### src/rtl/nrf_spi_sequencer.sv
// ---------------------------------------------------------------------------
// nrf_spi_sequencer
//   SPI master frame sequencer for an nRF24L01 radio. It accepts one command
//   (command byte plus a 0..32 byte payload count) and runs one CSN-low frame.
//   The frame shifts out the command byte and then the payload, MSB first, in
//   SPI mode 0. It returns the STATUS byte and every payload byte received on
//   MISO. After the frame it holds CSN high for a minimum idle gap.
//
// Parameters
//   SCK_HALF  clk_50 cycles per SCK half-period (1..255)
//   CSN_IDLE  minimum clk_50 cycles CSN stays high between frames (1..255)
//
// Ports
//   clk_50, rst_n            system clock, asynchronous active-low reset
//   cmd_valid / cmd_ready    command handshake; cmd_byte, cmd_len latched on it
//   tx_req / tx_data         payload byte request pulse; tx_data sampled with it
//   rx_data                  last captured byte, held until the next capture
//   status_valid / rx_valid  pulse when rx_data holds STATUS / a payload byte
//   busy, done               frame in progress; pulse when CSN returns high
//   spi_csn/sck/mosi/miso    SPI pins (MISO sampled directly, no synchroniser)
// ---------------------------------------------------------------------------
module nrf_spi_sequencer #(
    parameter int unsigned SCK_HALF = 5,
    parameter int unsigned CSN_IDLE = 4
) (
    input  logic       clk_50,
    input  logic       rst_n,
    input  logic       cmd_valid,
    output logic       cmd_ready,
    input  logic [7:0] cmd_byte,
    input  logic [5:0] cmd_len,
    output logic       tx_req,
    input  logic [7:0] tx_data,
    output logic [7:0] rx_data,
    output logic       status_valid,
    output logic       rx_valid,
    output logic       busy,
    output logic       done,
    output logic       spi_csn,
    output logic       spi_sck,
    output logic       spi_mosi,
    input  logic       spi_miso
);

    typedef enum logic [1:0] {IDLE, SHIFT, CS_HOLD, GAP} state_t;

    localparam logic [7:0] HALF_LAST   = 8'(SCK_HALF - 1);
    // Half-count value one cycle before a half ends; unreachable when SCK_HALF==1.
    localparam logic [7:0] HALF_PRE    = 8'(SCK_HALF - 2);
    localparam logic [7:0] GAP_LAST    = 8'(CSN_IDLE - 1);
    localparam bit         HALF_IS_ONE = (SCK_HALF == 1);

    state_t     r_state;
    logic [7:0] r_half_cnt;
    logic [7:0] r_gap_cnt;
    logic [2:0] r_bit_cnt;
    logic [5:0] r_byte_cnt;
    logic [5:0] r_len;
    logic [7:0] r_tx_sr;
    logic [7:0] r_rx_sr;

    logic       r_cmd_ready;
    logic       r_busy;
    logic       r_csn;
    logic       r_sck;
    logic       r_mosi;
    logic [7:0] r_rx_data;
    logic       r_tx_req;
    logic       r_status_valid;
    logic       r_rx_valid;
    logic       r_done;

    logic       w_half_end;
    logic       w_last_bit;
    logic       w_more_bytes;

    assign w_half_end   = (r_half_cnt == HALF_LAST);
    assign w_last_bit   = (r_bit_cnt == 3'd7);
    assign w_more_bytes = (r_byte_cnt != r_len);

    // NOTE: state registers use non-blocking assignments so every branch below
    // reads the values from before this clock edge.
    always_ff @(posedge clk_50 or negedge rst_n) begin
        if (!rst_n) begin
            // GAP with the counter at its last value gives IDLE on the first
            // edge after reset while cmd_ready and busy both stay low in reset.
            r_state        <= GAP;
            r_gap_cnt      <= GAP_LAST;
            r_half_cnt     <= 8'd0;
            r_bit_cnt      <= 3'd0;
            r_byte_cnt     <= 6'd0;
            r_len          <= 6'd0;
            r_tx_sr        <= 8'd0;
            r_rx_sr        <= 8'd0;
            r_cmd_ready    <= 1'b0;
            r_busy         <= 1'b0;
            r_csn          <= 1'b1;
            r_sck          <= 1'b0;
            r_mosi         <= 1'b0;
            r_rx_data      <= 8'd0;
            r_tx_req       <= 1'b0;
            r_status_valid <= 1'b0;
            r_rx_valid     <= 1'b0;
            r_done         <= 1'b0;
        end else begin
            r_tx_req       <= 1'b0;
            r_status_valid <= 1'b0;
            r_rx_valid     <= 1'b0;
            r_done         <= 1'b0;

            unique case (r_state)
                IDLE: begin
                    if (cmd_valid) begin
                        r_state     <= SHIFT;
                        r_len       <= (cmd_len > 6'd32) ? 6'd32 : cmd_len;
                        r_tx_sr     <= cmd_byte;
                        r_mosi      <= cmd_byte[7];
                        r_csn       <= 1'b0;
                        r_sck       <= 1'b0;
                        r_half_cnt  <= 8'd0;
                        r_bit_cnt   <= 3'd0;
                        r_byte_cnt  <= 6'd0;
                        r_cmd_ready <= 1'b0;
                        r_busy      <= 1'b1;
                    end
                end

                SHIFT: begin
                    if (!w_half_end) begin
                        r_half_cnt <= r_half_cnt + 8'd1;
                        // Raise tx_req so it is high in the last cycle of the byte.
                        if (r_sck && w_last_bit && w_more_bytes && (r_half_cnt == HALF_PRE))
                            r_tx_req <= 1'b1;
                    end else begin
                        r_half_cnt <= 8'd0;
                        if (!r_sck) begin
                            // Rising SCK: the slave's bit has been stable for a full low half.
                            r_sck   <= 1'b1;
                            r_rx_sr <= {r_rx_sr[6:0], spi_miso};
                            if (HALF_IS_ONE && w_last_bit && w_more_bytes)
                                r_tx_req <= 1'b1;
                        end else begin
                            r_sck <= 1'b0;
                            if (!w_last_bit) begin
                                r_bit_cnt <= r_bit_cnt + 3'd1;
                                r_mosi    <= r_tx_sr[6];
                                r_tx_sr   <= {r_tx_sr[6:0], 1'b0};
                            end else begin
                                r_bit_cnt <= 3'd0;
                                r_rx_data <= r_rx_sr;
                                if (r_byte_cnt == 6'd0)
                                    r_status_valid <= 1'b1;
                                else
                                    r_rx_valid <= 1'b1;
                                if (w_more_bytes) begin
                                    // Next byte starts immediately: no gap between bytes.
                                    r_byte_cnt <= r_byte_cnt + 6'd1;
                                    r_tx_sr    <= tx_data;
                                    r_mosi     <= tx_data[7];
                                end else begin
                                    r_state <= CS_HOLD;
                                    r_mosi  <= 1'b0;
                                end
                            end
                        end
                    end
                end

                CS_HOLD: begin
                    if (w_half_end) begin
                        r_state    <= GAP;
                        r_csn      <= 1'b1;
                        r_done     <= 1'b1;
                        r_gap_cnt  <= 8'd0;
                        r_half_cnt <= 8'd0;
                    end else begin
                        r_half_cnt <= r_half_cnt + 8'd1;
                    end
                end

                GAP: begin
                    if (r_gap_cnt == GAP_LAST) begin
                        r_state     <= IDLE;
                        r_cmd_ready <= 1'b1;
                        r_busy      <= 1'b0;
                    end else begin
                        r_gap_cnt <= r_gap_cnt + 8'd1;
                    end
                end
            endcase
        end
    end

    assign cmd_ready    = r_cmd_ready;
    assign busy         = r_busy;
    assign spi_csn      = r_csn;
    assign spi_sck      = r_sck;
    assign spi_mosi     = r_mosi;
    assign rx_data      = r_rx_data;
    assign tx_req       = r_tx_req;
    assign status_valid = r_status_valid;
    assign rx_valid     = r_rx_valid;
    assign done         = r_done;

endmodule

### config.mk
export PLATFORM = sky130hd
export DESIGN_NAME = nrf_spi_sequencer
export DESIGN_NICKNAME = d
export VERILOG_FILES = /design/src/rtl/nrf_spi_sequencer.sv
export SDC_FILE = /design/constraint.sdc
export NUM_CORES = 1
export LEC_CHECK = 0
export BUFFER_PORTS_ARGS = -buffer_cell sky130_fd_sc_hd__clkbuf_2
export CORE_ASPECT_RATIO = 0.9
export CORE_MARGIN = 2
export CORE_UTILIZATION = 40
export CTS_CLUSTER_SIZE = 28
export DETAILED_ROUTE_END_ITERATION = 10
export PLACE_DENSITY_LB_ADDON = 0.12
export SYNTH_ARGS = -nofsm -noshare
export SYNTH_HDL_FRONTEND = slang
export SYNTH_SLANG_ARGS = --single-unit
export TNS_END_PERCENT = 10
### constraint.sdc
create_clock -name clk_50 -period 3.8 [get_ports clk_50]
set_clock_uncertainty 0.1 [all_clocks]
set_input_delay 0.57 -clock clk_50 [delete_from_list [all_inputs] [get_ports clk_50]]
set_output_delay 0.57 -clock clk_50 [all_outputs]
set_load 0.05 [all_outputs]
==> results.txt, run 1 <==
- Total GRT Usage: 0.169
- Along the worst path, the maximum fanout reaches 18.
- Path type of the worst min-delay path: input pin to asynchronous set/reset pin
* Number of nets in the synthesized netlist: 370
- The critical path is of the flop to flop type.
* Share of the cycle needed by the critical path after routing: 0.726
- The routed layout has 2503 vias.
- After layout, the minimum clock period comes to ~2.8 ns.
* Final Hold Viols: 0
- Data on the critical path is required at its endpoint by about 4 ns.
- Number of I/O port buffers: 42
- H-tree depth reported by CTS: 3
- Top post-synthesis cells by count: dfrtp_1, nand2_1, nor2_1, mux2_2, o21ai_0
- Leading post-synthesis cells by cell area: dfrtp_1, mux2_2, ha_1
- DRC violation count after routing: 0
- Crit path largest cell delay: 0.61 ns
- The most critical setup path has its startpoint at r_bit_cnt[0]$_DFFE_PN0P_.
* Area of the mapped netlist: around 0.0034 mm^2
- Result of the run: finished clean
* P_leak: between 1.5 and 2 nW
- Clk_lat worst skew: between 0.3 and 0.4 ns
* Number of antenna repair diodes: 0
* Share of the synthesized area in the top cell type: 0.436
* Number of pins exceeding their max-slew limit in the final report: 0
- Synth Register Bits: 65
- Proportion of power drawn by combinational gates: 0.041
- Core Box Area: approximately 0.0084 mm^2
- Max-capacitance violation count: 0
- Measured against its own limit, the worst slew margin works out to 0.527.
- STA puts the critical path data arrival time at just under 3 ns.
* Placed cell area: 0.00377 mm^2
- Count of TritonRoute iterations in the first routing pass: 4
- During I/O placement, the number of pins put on the boundary was 43.
- Clock transition time at the flip-flop clock pins of the worst setup and hold paths: about 0.070 ns
* Number of rows created at floorplan: 32
* Post-route antenna net violation count: 0
- Net Switching: between 300 and 400 uW
- Clock sink count: 65
* Average instance area after synthesis: between 10 and 15 um^2
- The endpoint identified for the worst register-to-register timing path is r_byte_cnt[5]$_DFFE_PN0P_.
- Final standard cell area without fillers: about 0.004 mm^2
- In the routed layout, each cell is associated on average with a via count of 5.03.
- The number of antenna violations at the first check in global routing is 0.
- After the first detailed-routing iteration, the DRC count stood at 78.
- Power density relative to cell area: 370 mW/mm^2
- The first global-routing pass estimated about 12 mm of wire.
* # nets final: about 410
- Of the total power, registers draw 0.476.
- From synthesis to final layout, the design area changed by 16.7%.
- Based on the critical path, the design can be clocked at up to ~0.36 GHz.
- Proportion of register bits with asynchronous set or reset after synthesis: 1.00
- In this run the post-CTS setup repair buffer count came out at 0.
* Number of global-route vias before repair: 2524
- Walking the worst path, the cells encountered are ha_1, ha_1, and2_1, nand3_1, buf_4, a21oi_1, o21ai_1, a22o_1.
- The longest clock path from root to sink contains 2 buffers.
- TritonCTS built the clock tree.
- Synth unique cells: 48
- Startpoint of the worst register-to-register path: r_bit_cnt[0]$_DFFE_PN0P_
- The number of clock buffers added by TritonCTS is 9.
* DP Wirelength: slightly above 5 mm
- STA classifies the critical path endpoint as a flop.
- Routed wire per std cell: around 14 um
- Most frequent cell after synthesis: dfrtp_1
- # resized after CTS: 0
* Maximum number of pins on one net before global-route repair: 29
- The initial utilization of the core area, before any placement, comes to 0.407.
* Main synth FF type: dfrtp_1
- Number of hold-repair buffers added at the cts stage: 0
- Placer Congestion: just over 0.8
- Register-to-Register Setup Slack: about 1.0 ns
* Number of enable flip-flop cells after synthesis: 0
* Number of cells on the worst reg-to-reg path: 8
- Counting stages on the worst path, the most repeated cell is ha_1.
- Final wirelength: roughly 7 mm
- Of the total power, the share spent switching nets is 0.215.
- Setup violations remaining at the end of the flow were counted as 0.
- At the pin with the least slew margin, the transition time is between 0.7 and 0.8 ns.
* Sum of internal, switching and leakage power: approximately 1.5 mW
- Number of warnings reported in the yosys synthesis log: 0
- Global routing finished with a remaining overflow of 0.
- Library cell with the largest summed area after synthesis: dfrtp_1
- Horiz. Die Dim: a little over 100 um
* Critical path buffer and inverter count: 1
* Final cell count without fillers: between 400 and 500
* Die extent in y: just over 90 um
* Placed instance count: 482
* Clock power frac: 0.483
- The die covers between 0.009 and 0.01 mm^2.
- Unrepaired setup endpoints after global routing: false
* Total negative slack: 0 ns
* Internal power of the cells: 1.16 mW
* Worst ir drop on vdd: 0.156 mV
- Fraction of the yosys area taken by sequential cells: 0.475
- The root buffer cell chosen for the clock tree is clkbuf_8.
- Critical Path Slowest Stage Cell: ha_1
* Ratio of cells with drive above 1 in the final layout: 0.261
- Critical path startpoint category: flop
- The cell count after synthesis came out at ~330.
- On the critical path the largest part of the delay comes from adder cells.
==> flip-flops by register name (all words and copies together), names as in the netlist, 2 cells and up <==
signal,count
r_rx_sr,8
r_state,2
r_byte_cnt,6
r_half_cnt,8
r_len,6
r_tx_sr,7
rx_data,8
r_gap_cnt,8
r_bit_cnt,3
==> power groups by stage <==
stage	Sequential, mW	Combinational [mW]	Clock [mW]
after floorplan	0.728	0.0180	0
after global placement	0.719	0.0618	0
after detailed placement	0.720	0.0625	0
after CTS	0.706	0.0628	0.734
after global routing	0.707	0.0693	0.768
final	0.706	0.0608	0.718
==> worst max-delay path by stage <==
stage / end / cells after the start / slack [ns]
final: r_byte_cnt[5]$_DFFE_PN0P_ / 8 / 1.04
after global routing: r_byte_cnt[5]$_DFFE_PN0P_ / 8 / 0.83
after CTS: r_byte_cnt[5]$_DFFE_PN0P_ / 8 / 1.02
after detailed placement: r_byte_cnt[5]$_DFFE_PN0P_ / 8 / 1.04
after global placement: r_byte_cnt[5]$_DFFE_PN0P_ / 8 / 1.10
after floorplan: r_tx_sr[0]$_DFFE_PN0P_ / 6 / 1.43
==> cells in the final DEF (no fill, tap or decap), drive strengths merged, types with 2 or more instances in the layout <==
cell    Yosys  layout
dfrtp      60      60
clkbuf     14      52
nand2      32      32
mux2       27      27
nor2       25      25
o21ai      21      21
a21oi      15      15
nand3      12      12
ha         12      12
inv        11      12
mux2i      10      10
nor3        9       9
xor2        9       9
nand4       8       8
nand2b      7       7
xnor2       6       6
and2        5       5
and3        5       5
dfstp       5       5
nor2b       4       4
buf         1       4
nor4b       4       4
a31oi       4       4
a32o        3       3
o221ai      3       3
bufinv      0       3
nor4        3       3
a211o       2       2
a22o        2       2
==> worst register-to-register path: stages (launching register included) <==
cell	delay [ns]
dfrtp_1	0.41
ha_1	0.17
ha_1	0.61
and2_1	0.29
nand3_1	0.09
buf_4	0.20
a21oi_1	0.32
o21ai_1	0.20
a22o_1	0.26
==> metrics by stage <==
stage	worst slack (ns)	hold WS, ns	utilization
6_report	1.04	0.104	0.475
3_3_place_gp	1.10	0.381	0.447
4_1_cts	1.02	0.109	0.475
2_1_floorplan	1.43	0.174	-
5_1_grt	0.827	0.147	0.475
3_5_place_dp	1.04	0.389	0.447
==> layout make-up <==
class	instances	area, um^2
clock buffers	10	128
well taps	119	149
inverters	11	41.3
fillers	815	4430
multi-input cells	241	1710
clock inverters	6	115
repair buffers	46	240
flip-flops and latches	65	1630
==> kinds of logic after synthesis <==
logic type / share of synthesized area
AND/OR/NAND/NOR: 0.178
flip-flops: 0.475
AO/OA/AOI/OAI: 0.113
multiplexers: 0.124
buffers and inverters: 0.0287
XOR/XNOR: 0.0382
adder cells (fa/ha/maj): 0.0436
==> routing by layer <==
layer  track usage  wire [um]  vias to the layer above
met1         0.253       3700                     1176
met5             0          0                        -
met4        0.0755        134                        0
li1              -          -                     1267
met2         0.239       2950                       49
met3        0.0282        214                       11
Note: power is estimated with default switching activity, not from simulation.
==> run 2: changes to the inputs <==
--- a/config.mk
+++ b/config.mk
@@ -5,6 +5,7 @@
 export SDC_FILE = /design/constraint.sdc
 export NUM_CORES = 1
 export LEC_CHECK = 0
+export ABC_AREA = 1
 export BUFFER_PORTS_ARGS = -buffer_cell sky130_fd_sc_hd__clkbuf_2
 export CORE_ASPECT_RATIO = 0.9
 export CORE_MARGIN = 2
==> constraint.sdc (replaced) <==
create_clock -name clk_50 -period 2.7 [get_ports clk_50]
set_clock_uncertainty 0.1 [all_clocks]
set_input_delay 0.405 -clock clk_50 [delete_from_list [all_inputs] [get_ports clk_50]]
set_output_delay 0.405 -clock clk_50 [all_outputs]
set_load 0.05 [all_outputs]
==> results.txt, run 2 <==
* Total negative slack: 0 ns (unchanged)
- The half-perimeter wire length of the detailed placement result was 5.32 mm (was 5.12 mm).
- The fraction of power consumed by sequential logic was 0.353 (was 0.476).
- Startpoint of the worst register-to-register path: r_state[1]$_DFFE_PN1P_ (was r_bit_cnt[0]$_DFFE_PN0P_)
* Placer Congestion: 0.774 (was 0.831)
- Register-to-Register Setup Slack: 0.39 ns (was 1.04 ns)
- DRC violation count after routing: 0 (unchanged)
- Number of cells on the worst reg-to-reg path: 11 (was 8)
- Clock tree from TritonCTS: done (unchanged)
- Number of hold-repair buffers added at the cts stage: 1 (was 0)
- The transition time at the pin with the least slew margin came to 0.556 ns (was 0.709 ns).
- Ratio of cells with drive above 1 in the final layout: 0.174 (was 0.261)
- End of the worst register-to-register path: r_tx_sr[5]$_DFFE_PN0P_ (was r_byte_cnt[5]$_DFFE_PN0P_)
- # resized after CTS: 0 (unchanged)
- Clock transition time at the flip-flop clock pins of the worst setup and hold paths: 0.07 ns (about the same)
* Critical path buffer and inverter count: 3 (was 1)
- The sum of internal, switching and leakage power came to 3.89 mW (was 1.48 mW).
* Worst path top cell family by delay: simple AND/OR/NAND/NOR gates (was adder cells)
* Maximum number of pins on one net before global-route repair: 44 (was 29)
- Routed wire per std cell: 12.2 um (was 14.1 um)
* Setup Viol. Count Final: 0 (unchanged)
* Crit path DAT: 2.50 ns (was 2.89 ns)
* Main synth FF type: dfrtp_1 (unchanged)
* Top post-synthesis cells by count: nand2_1, dfrtp_1, inv_1, nor2_1, o21ai_0 (was dfrtp_1, nand2_1, nor2_1, mux2_2, o21ai_0)
* Crit path largest cell delay: 0.55 ns (was 0.61 ns)
- The number of vias after detailed routing was 2839 (was 2503).
* Final wirelength: 7.42 mm (was 7.00 mm)
- The maximum clock rate was 0.432 GHz (was 0.363 GHz).
- Area of the mapped netlist: 0.00345 mm^2 (was 0.00344 mm^2)
- Capturing instance or port of the critical path: r_tx_sr[5]$_DFFE_PN0P_ (was r_byte_cnt[5]$_DFFE_PN0P_)
- The die area was 0.00940 mm^2 (was 0.00936 mm^2).
- Number of enable flip-flop cells after synthesis: 0 (unchanged)
- The required time at the worst-slack endpoint was 2.88 ns (was 3.93 ns).
- The cell with the most instances after synthesis is nand2_1 (was dfrtp_1).
* Number of nets in the synthesized netlist: 473 (was 370)
- The placeable core region came to 0.00849 mm^2 (was 0.00845 mm^2).
- Share of the cycle needed by the critical path after routing: 0.857 (was 0.726)
- The number of cells produced by synthesis was 435 (was 332).
- The post-synthesis sequential element count is 65 (unchanged).
- The number of primary I/O pins came to 43 (unchanged).
- The overflow left after global routing was 0 (unchanged).
* Count of TritonRoute iterations in the first routing pass: 4 (unchanged)
- The clock sink count is 65 (unchanged).
- Library cell used as clock root buffer: clkbuf_8 (unchanged)
* Critical path capture point type: flop (unchanged)
- Proportion of register bits with asynchronous set or reset after synthesis: 1.00 (unchanged)
* First-pass GRT wire length: 12.9 mm (was 12.5 mm)
* Internal power of the cells: 2.17 mW (was 1.16 mW)
* Worst path cell trace: inv_1, ha_1, inv_2, o22ai_2, inv_2, nand2_2, nor2_4, nand2_2, nand2_4, nand2_1, nand2_1 (was ha_1, ha_1, and2_1, nand3_1, buf_4, a21oi_1, o21ai_1, a22o_1)
* Maximum buffer depth of the clock tree: 2 (unchanged)
* Fraction of the yosys area taken by sequential cells: 0.473 (was 0.475)
- Leading post-synthesis cells by cell area: dfrtp_1, nand2_1, o21ai_0 (was dfrtp_1, mux2_2, ha_1)
- Post-route minimum period: 2.31 ns (was 2.76 ns)
* P_leak: 2.00 nW (was 1.85 nW)
- Post-CTS setup repair buffer count: 0 (unchanged)
- Clk_lat worst skew: 0.34 ns (was 0.35 ns)
- The critical path launch point type was a flop (unchanged).
- The number of max-cap violations came to 0 (unchanged).
* Antenna violations before repair: 0 (unchanged)
* Number of DRC violations after detailed-routing iteration 0: 119 (was 78)
* Clock power frac: 0.213 (was 0.483)
* Power density relative to cell area: 970 mW/mm^2 (was 370 mW/mm^2)
- Critical path depth: 11 (was 8)
* Per-cell via count in the routed design: 4.67 (was 5.03)
* Post-route antenna net violation count: 0 (unchanged)
* Net Switching: 1.71 mW (was 320 uW)
* Most common cell after layout, fill and taps aside: nand2_1 (was dfrtp_1)
- Final Hold Viols: 0 (unchanged)
- The share of Yosys cell area claimed by the top area cell type came to 0.435 (was 0.436).
- Unrepaired setup endpoints after global routing: false (unchanged).
- Number of pins exceeding their max-slew limit in the final report: 0 (unchanged)
- Highest-count cells in the layout ignoring fill and taps: nand2_1, dfrtp_1, inv_1 (was dfrtp_1, clkbuf_2, nand2_1).
* Starting Density: 0.407 (about the same)
* Number of global-route vias before repair: 2782 (was 2524)
- Number of I/O port buffers: 42 (unchanged)
- Critical Path Slowest Stage Cell: dfstp_2 (was ha_1)
* Critical path peak fanout: 17 (was 18)
* Layout-stage area growth over the synthesis result: 16.0% (was 16.7%)
- # nets final: 522 (was 412)
* Synth unique cells: 39 (was 48)
- The CTS buffer count is 9 (unchanged).
- The floorplan row count came to 32 (unchanged).
- The path type of the worst setup path is flop to flop (unchanged).
- Path type of the worst min-delay path: input pin to flop (was input pin to asynchronous set/reset pin)
- Result of the run: finished clean (unchanged)
- Worst relative slew slack: 0.629 (was 0.527)
- The overall die width came to 102 um (about the same).
- Die extent in y: 92.2 um (was 92.0 um)
- The worst hold path begins at cmd_len[4].
- Number of antenna repair diodes: 0 (unchanged)
- The fraction of power spent switching nets was 0.441 (was 0.215).
* Number of inserted filler cells in the final layout: 875 (was 815)
* H-tree depth reported by CTS: 3 (unchanged)
- The maximum vdd ir drop was 0.378 mV (was 0.156 mV).
- Proportion of power drawn by combinational gates: 0.435 (was 0.041)
* Total GRT Usage: 0.176 (was 0.169)
* Critical path launch point: r_state[1]$_DFFE_PN1P_ (was r_bit_cnt[0]$_DFFE_PN0P_)
- Number of warnings reported in the yosys synthesis log: 0 (unchanged)
- The average instance area after synthesis came to 7.94 um^2 (was 10.4 um^2).
* Library cell with the largest summed area after synthesis: dfrtp_1 (unchanged)
[run 2: layout make-up]
type | instances | area, um^2 | area share
Sequential cell | 65 | 1630 | 0.407
Multi-Input combinational cell | 311 | 1590 | 0.396
Timing Repair Buffer | 45 | 248 | 0.0618
Inverter | 52 | 195 | 0.0487
Tap cell | 119 | 149 | 0.0372
Clock inverter | 5 | 56.3 | 0.0140
Clock buffer | 11 | 141 | 0.0353
[run 2: metal layers]
metal  share of wire  track usage  wire [um]  vias to the layer above
met1            0.52        0.245       3840                     1294
met4          0.0097       0.0422         72                        0
met2            0.43        0.266       3180                       41
met5               0            0          0                        -
met3           0.044       0.0595        329                        4
li1                -            -          -                     1500
[run 2: logic make-up after synthesis]
kind of cell,Yosys count,share of synthesized area
simple gates,224,0.289
compound gates,68,0.108
flops,65,0.473
buf+inv,59,0.0685
fa+ha+maj,12,0.0435
xor+xnor,6,0.0152
mux,1,0.00326
[run 2: worst min path at each step]
| stage | end | slack [ns] | depth (start not counted) |
|---|---|---|---|
| global route | r_rx_sr[0]$_DFFE_PN0P_ | 0.21 | 3 |
| CTS | r_len[4]$_DFFE_PN0P_ | 0.19 | 3 |
| floorplan | busy$_DFFE_PN0P_ | 0.009 | 0 |
| finish | r_len[4]$_DFFE_PN0P_ | 0.20 | 3 |
| global placement | r_byte_cnt[1]$_DFFE_PN0P_ | 0.34 | 1 |
| detailed placement | r_byte_cnt[1]$_DFFE_PN0P_ | 0.34 | 1 |
[run 2: through the flow]
stage          hold WS (ns)  instance area, um^2   util  worst slack (ns)  cells
6_report              0.203                 4010  0.472             0.386    608
2_1_floorplan       0.00941                 3450      -             0.784    435
4_1_cts               0.186                 4010  0.472             0.382    608
3_5_place_dp          0.336                 3800  0.448             0.405    591
5_1_grt               0.211                 4010  0.472             0.169    608
3_3_place_gp          0.340                 3800  0.448             0.467    591
[run 2: worst register-to-register path, delay by kind of cell (launching register included)]
family / cells / cell delay, ns
compound gates: 1 / 0.13
simple gates: 6 / 0.87
flops: 1 / 0.55
buf+inv: 3 / 0.40
fa+ha+maj: 1 / 0.20
[run 2: power groups by stage]
stage	registers [mW]	logic, mW	clock network, mW
2_1_floorplan	1.45	1.24	0
5_1_grt	1.40	1.95	0.903
6_report	1.37	1.69	0.827
3_5_place_dp	1.38	1.71	0
4_1_cts	1.37	1.71	0.860
3_3_place_gp	1.39	1.67	0
==> run 3: changes to the inputs <==
--- a/config.mk
+++ b/config.mk
@@ -5,7 +5,7 @@
 export SDC_FILE = /design/constraint.sdc
 export NUM_CORES = 1
 export LEC_CHECK = 0
-export ABC_AREA = 1
+export ABC_AREA = 0
 export BUFFER_PORTS_ARGS = -buffer_cell sky130_fd_sc_hd__clkbuf_2
 export CORE_ASPECT_RATIO = 0.9
 export CORE_MARGIN = 2
==> results.txt, run 3 (same netlist as run 1, synthesis figures left out) <==
* Result of the run: finished clean (unchanged)
* Upper clock frequency limit: 0.404 GHz (was 0.432 GHz)
* Post-route minimum period: 2.47 ns (was 2.31 ns)
* Antenna violations before repair: 0 (unchanged)
* Die extent in y: 92.0 um (was 92.2 um)
- The growth of design area from synthesis to finish came to 18.5% (was 16.0%).
* Maximum buffer depth of the clock tree: 2 (unchanged)
- The maximum vdd ir drop came to 0.251 mV (was 0.378 mV).
- The number of primary I/O pins is 43 (unchanged).
- Clk_lat worst skew: 0.34 ns (about the same)
* Highest-count cells in the layout ignoring fill and taps: dfrtp_1, clkbuf_2, nand2_1 (was nand2_1, dfrtp_1, inv_1)
- The cell leakage power was 1.89 nW (was 2.00 nW).
- The maximum fanout along the worst path is 8 (was 17).
- Maximum number of pins on one net before global-route repair: 66 (was 44)
- The number of max-cap violations was 0 (unchanged).
* Routed wire per std cell: 14.0 um (was 12.2 um)
- Global-route congestion overflow total: 0 (unchanged)
- The most common cell after layout, fill and taps aside was dfrtp_1 (was nand2_1).
- The half-perimeter wire length of the detailed placement result came to 4.98 mm (was 5.32 mm).
- Starting Density: 0.407 (about the same)
* # resized after CTS: 0 (unchanged)
- The post-layout instance area is 0.00408 mm^2 (was 0.00401 mm^2).
- The number of pins with negative max-slew slack in the final report came to 0 (unchanged).
- The arrival time at the worst endpoint came to 2.60 ns (was 2.50 ns).
* Setup Viol. Count Final: 0 (unchanged)
- CTS Buf Count: 9 (unchanged)
- Post-CTS setup repair buffer count: 0 (unchanged)
* Clock sink count: 65 (unchanged)
- Number of antenna repair diodes: 0 (unchanged)
- Number of inserted filler cells in the final layout: 799 (was 875)
* Horiz. Die Dim: 102 um (about the same)
* Path type of the worst min-delay path: input pin to flop (unchanged)
* Per-cell via count in the routed design: 5.02 (was 4.67)
- Critical path startpoint category: flop (unchanged)
* Vias post-DR: 2538 (was 2839)
* Clock tree from TritonCTS: done (unchanged)
* Total GRT Usage: 0.162 (was 0.176)
* # nets final: 420 (was 522)
- The final routed wirelength across all metal layers is 7.06 mm (was 7.42 mm).
- Unrepaired setup endpoints after global routing: false (unchanged)
- Worst relative slew slack: 0.571 (was 0.629)
- The cell area after placement was 0.00384 mm^2 (was 0.00380 mm^2).
* Final cell count without fillers: 506 (was 608)
* Placed instance count: 489 (was 591)
- DRC violation count after routing: 0 (unchanged)
- Number of rows created at floorplan: 32 (unchanged)
- The part of the cycle the worst path needs was 0.916 (was 0.857).
* Critical path capture point type: flop (unchanged)
- H-tree depth reported by CTS: 3 (unchanged)
- First-pass GRT wire length: 12.0 mm (was 12.9 mm)
- The transition time at the pin with the least slew margin is 0.638 ns (was 0.556 ns).
- Count of TritonRoute iterations in the first routing pass: 4 (unchanged)
- Final Hold Viols: 0 (unchanged)
- Number of I/O port buffers: 42 (unchanged)
- The final weighted congestion in routability-driven placement is 0.878 (was 0.774).
- The die area is 0.00936 mm^2 (was 0.00940 mm^2).
- Register-to-Register Setup Slack: 0.23 ns (was 0.39 ns)
* Ratio of cells with drive above 1 in the final layout: 0.276 (was 0.174)
- Critical path class: flop to flop (unchanged)
* Core Box Area: 0.00845 mm^2 (was 0.00849 mm^2)
* Power density relative to cell area: 497 mW/mm^2 (was 970 mW/mm^2)
- The DRC violation total after the first TritonRoute iteration is 108 (was 119).
- Library cell used as clock root buffer: clkbuf_8 (unchanged)
- Clock transition time at the flip-flop clock pins of the worst setup and hold paths: 0.07 ns (about the same)
- The setup TNS is 0 ns (unchanged).
* Data required time of the worst path: 2.83 ns (was 2.88 ns)
- The number of routed nets with antenna violations was 0 (unchanged).
* Number of global-route vias before repair: 2436 (was 2782)
-- run 3: changes by cell type in the layout (fill, tap and decap cells not counted), sizes merged, moves of 6 or more --
cell and change:
nor2 -23, nand2b +6, mux2i +10, nand3 -16
buf +8, xnor2 +6, nand2 -93, o21ai -28
mux2 +26, inv -41
-- run 3: layout make-up --
type,count,area [um^2],area share
Tap cell,119,149,0.0365
Clock buffer,11,151,0.0371
Clock inverter,5,77.6,0.0190
Multi-Input combinational cell,241,1710,0.419
Inverter,11,41.3,0.0101
Timing Repair Buffer,54,315,0.0773
Sequential cell,65,1630,0.401
-- run 3: worst max-delay path, cell delays in order, from the launching register on --
cell      delay [ns]
dfrtp_1         0.41
inv_1           0.15
ha_1            0.16
and4bb_2        0.31
nand2_2         0.09
a211o_1         0.43
a31oi_4         0.37
mux2_4          0.34
-- run 3: per-layer routing --
layer | vias to the layer above | routed length (um) | GRT usage
li1 | 1285 | - | -
met1 | 1194 | 3700 | 0.243
met2 | 52 | 3000 | 0.228
met3 | 7 | 294 | 0.0457
met4 | 0 | 65 | 0.0439
met5 | - | 0 | 0
-- run 3: worst paths after layout --
check	start	endpoint	cells after the start
worst min register to register	r_len[0]$_DFFE_PN0P_	r_len[0]$_DFFE_PN0P_	2
worst max register to register	r_half_cnt[0]$_DFFE_PN0P_	r_tx_sr[5]$_DFFE_PN0P_	7
worst max-delay path	r_half_cnt[0]$_DFFE_PN0P_	r_tx_sr[5]$_DFFE_PN0P_	7
min in group asynchronous	rst_n	r_gap_cnt[2]$_DFFE_PN0P_	3
max in group asynchronous	rst_n	r_state[0]$_DFFE_PN1P_	3
worst min-delay path	cmd_len[2]	r_len[2]$_DFFE_PN0P_	3
-- run 3: stage by stage --
stage                     hold slack, ns  total power [mW]  utilization  setup slack (ns)
after detailed placement           0.354              1.10        0.454             0.218
after floorplan                  0.00941              1.05            -             0.327
after global routing               0.186              2.11        0.483            0.0753
after CTS                          0.169              2.07        0.483             0.203
final                              0.189              2.03        0.483             0.226
after global placement             0.359              1.10        0.454             0.274
-- run 3: power by group --
| part | internal (mW) | switching [mW] | leakage (nW) | total [mW] |
|---|---|---|---|---|
| sequential | 0.987 | 0.00712 | 0.820 | 0.994 |
| combinational | 0.0378 | 0.0511 | 0.956 | 0.0889 |
| clock | 0.567 | 0.376 | 0.115 | 0.943 |
| total | 1.59 | 0.434 | 1.89 | 2.03 |
-- run 3: timing repair --
action | CTS | global route
setup endpoints to repair | 0 | 0
endpoints found under the hold margin | 46 | 0
hold buffers | 1 | 0
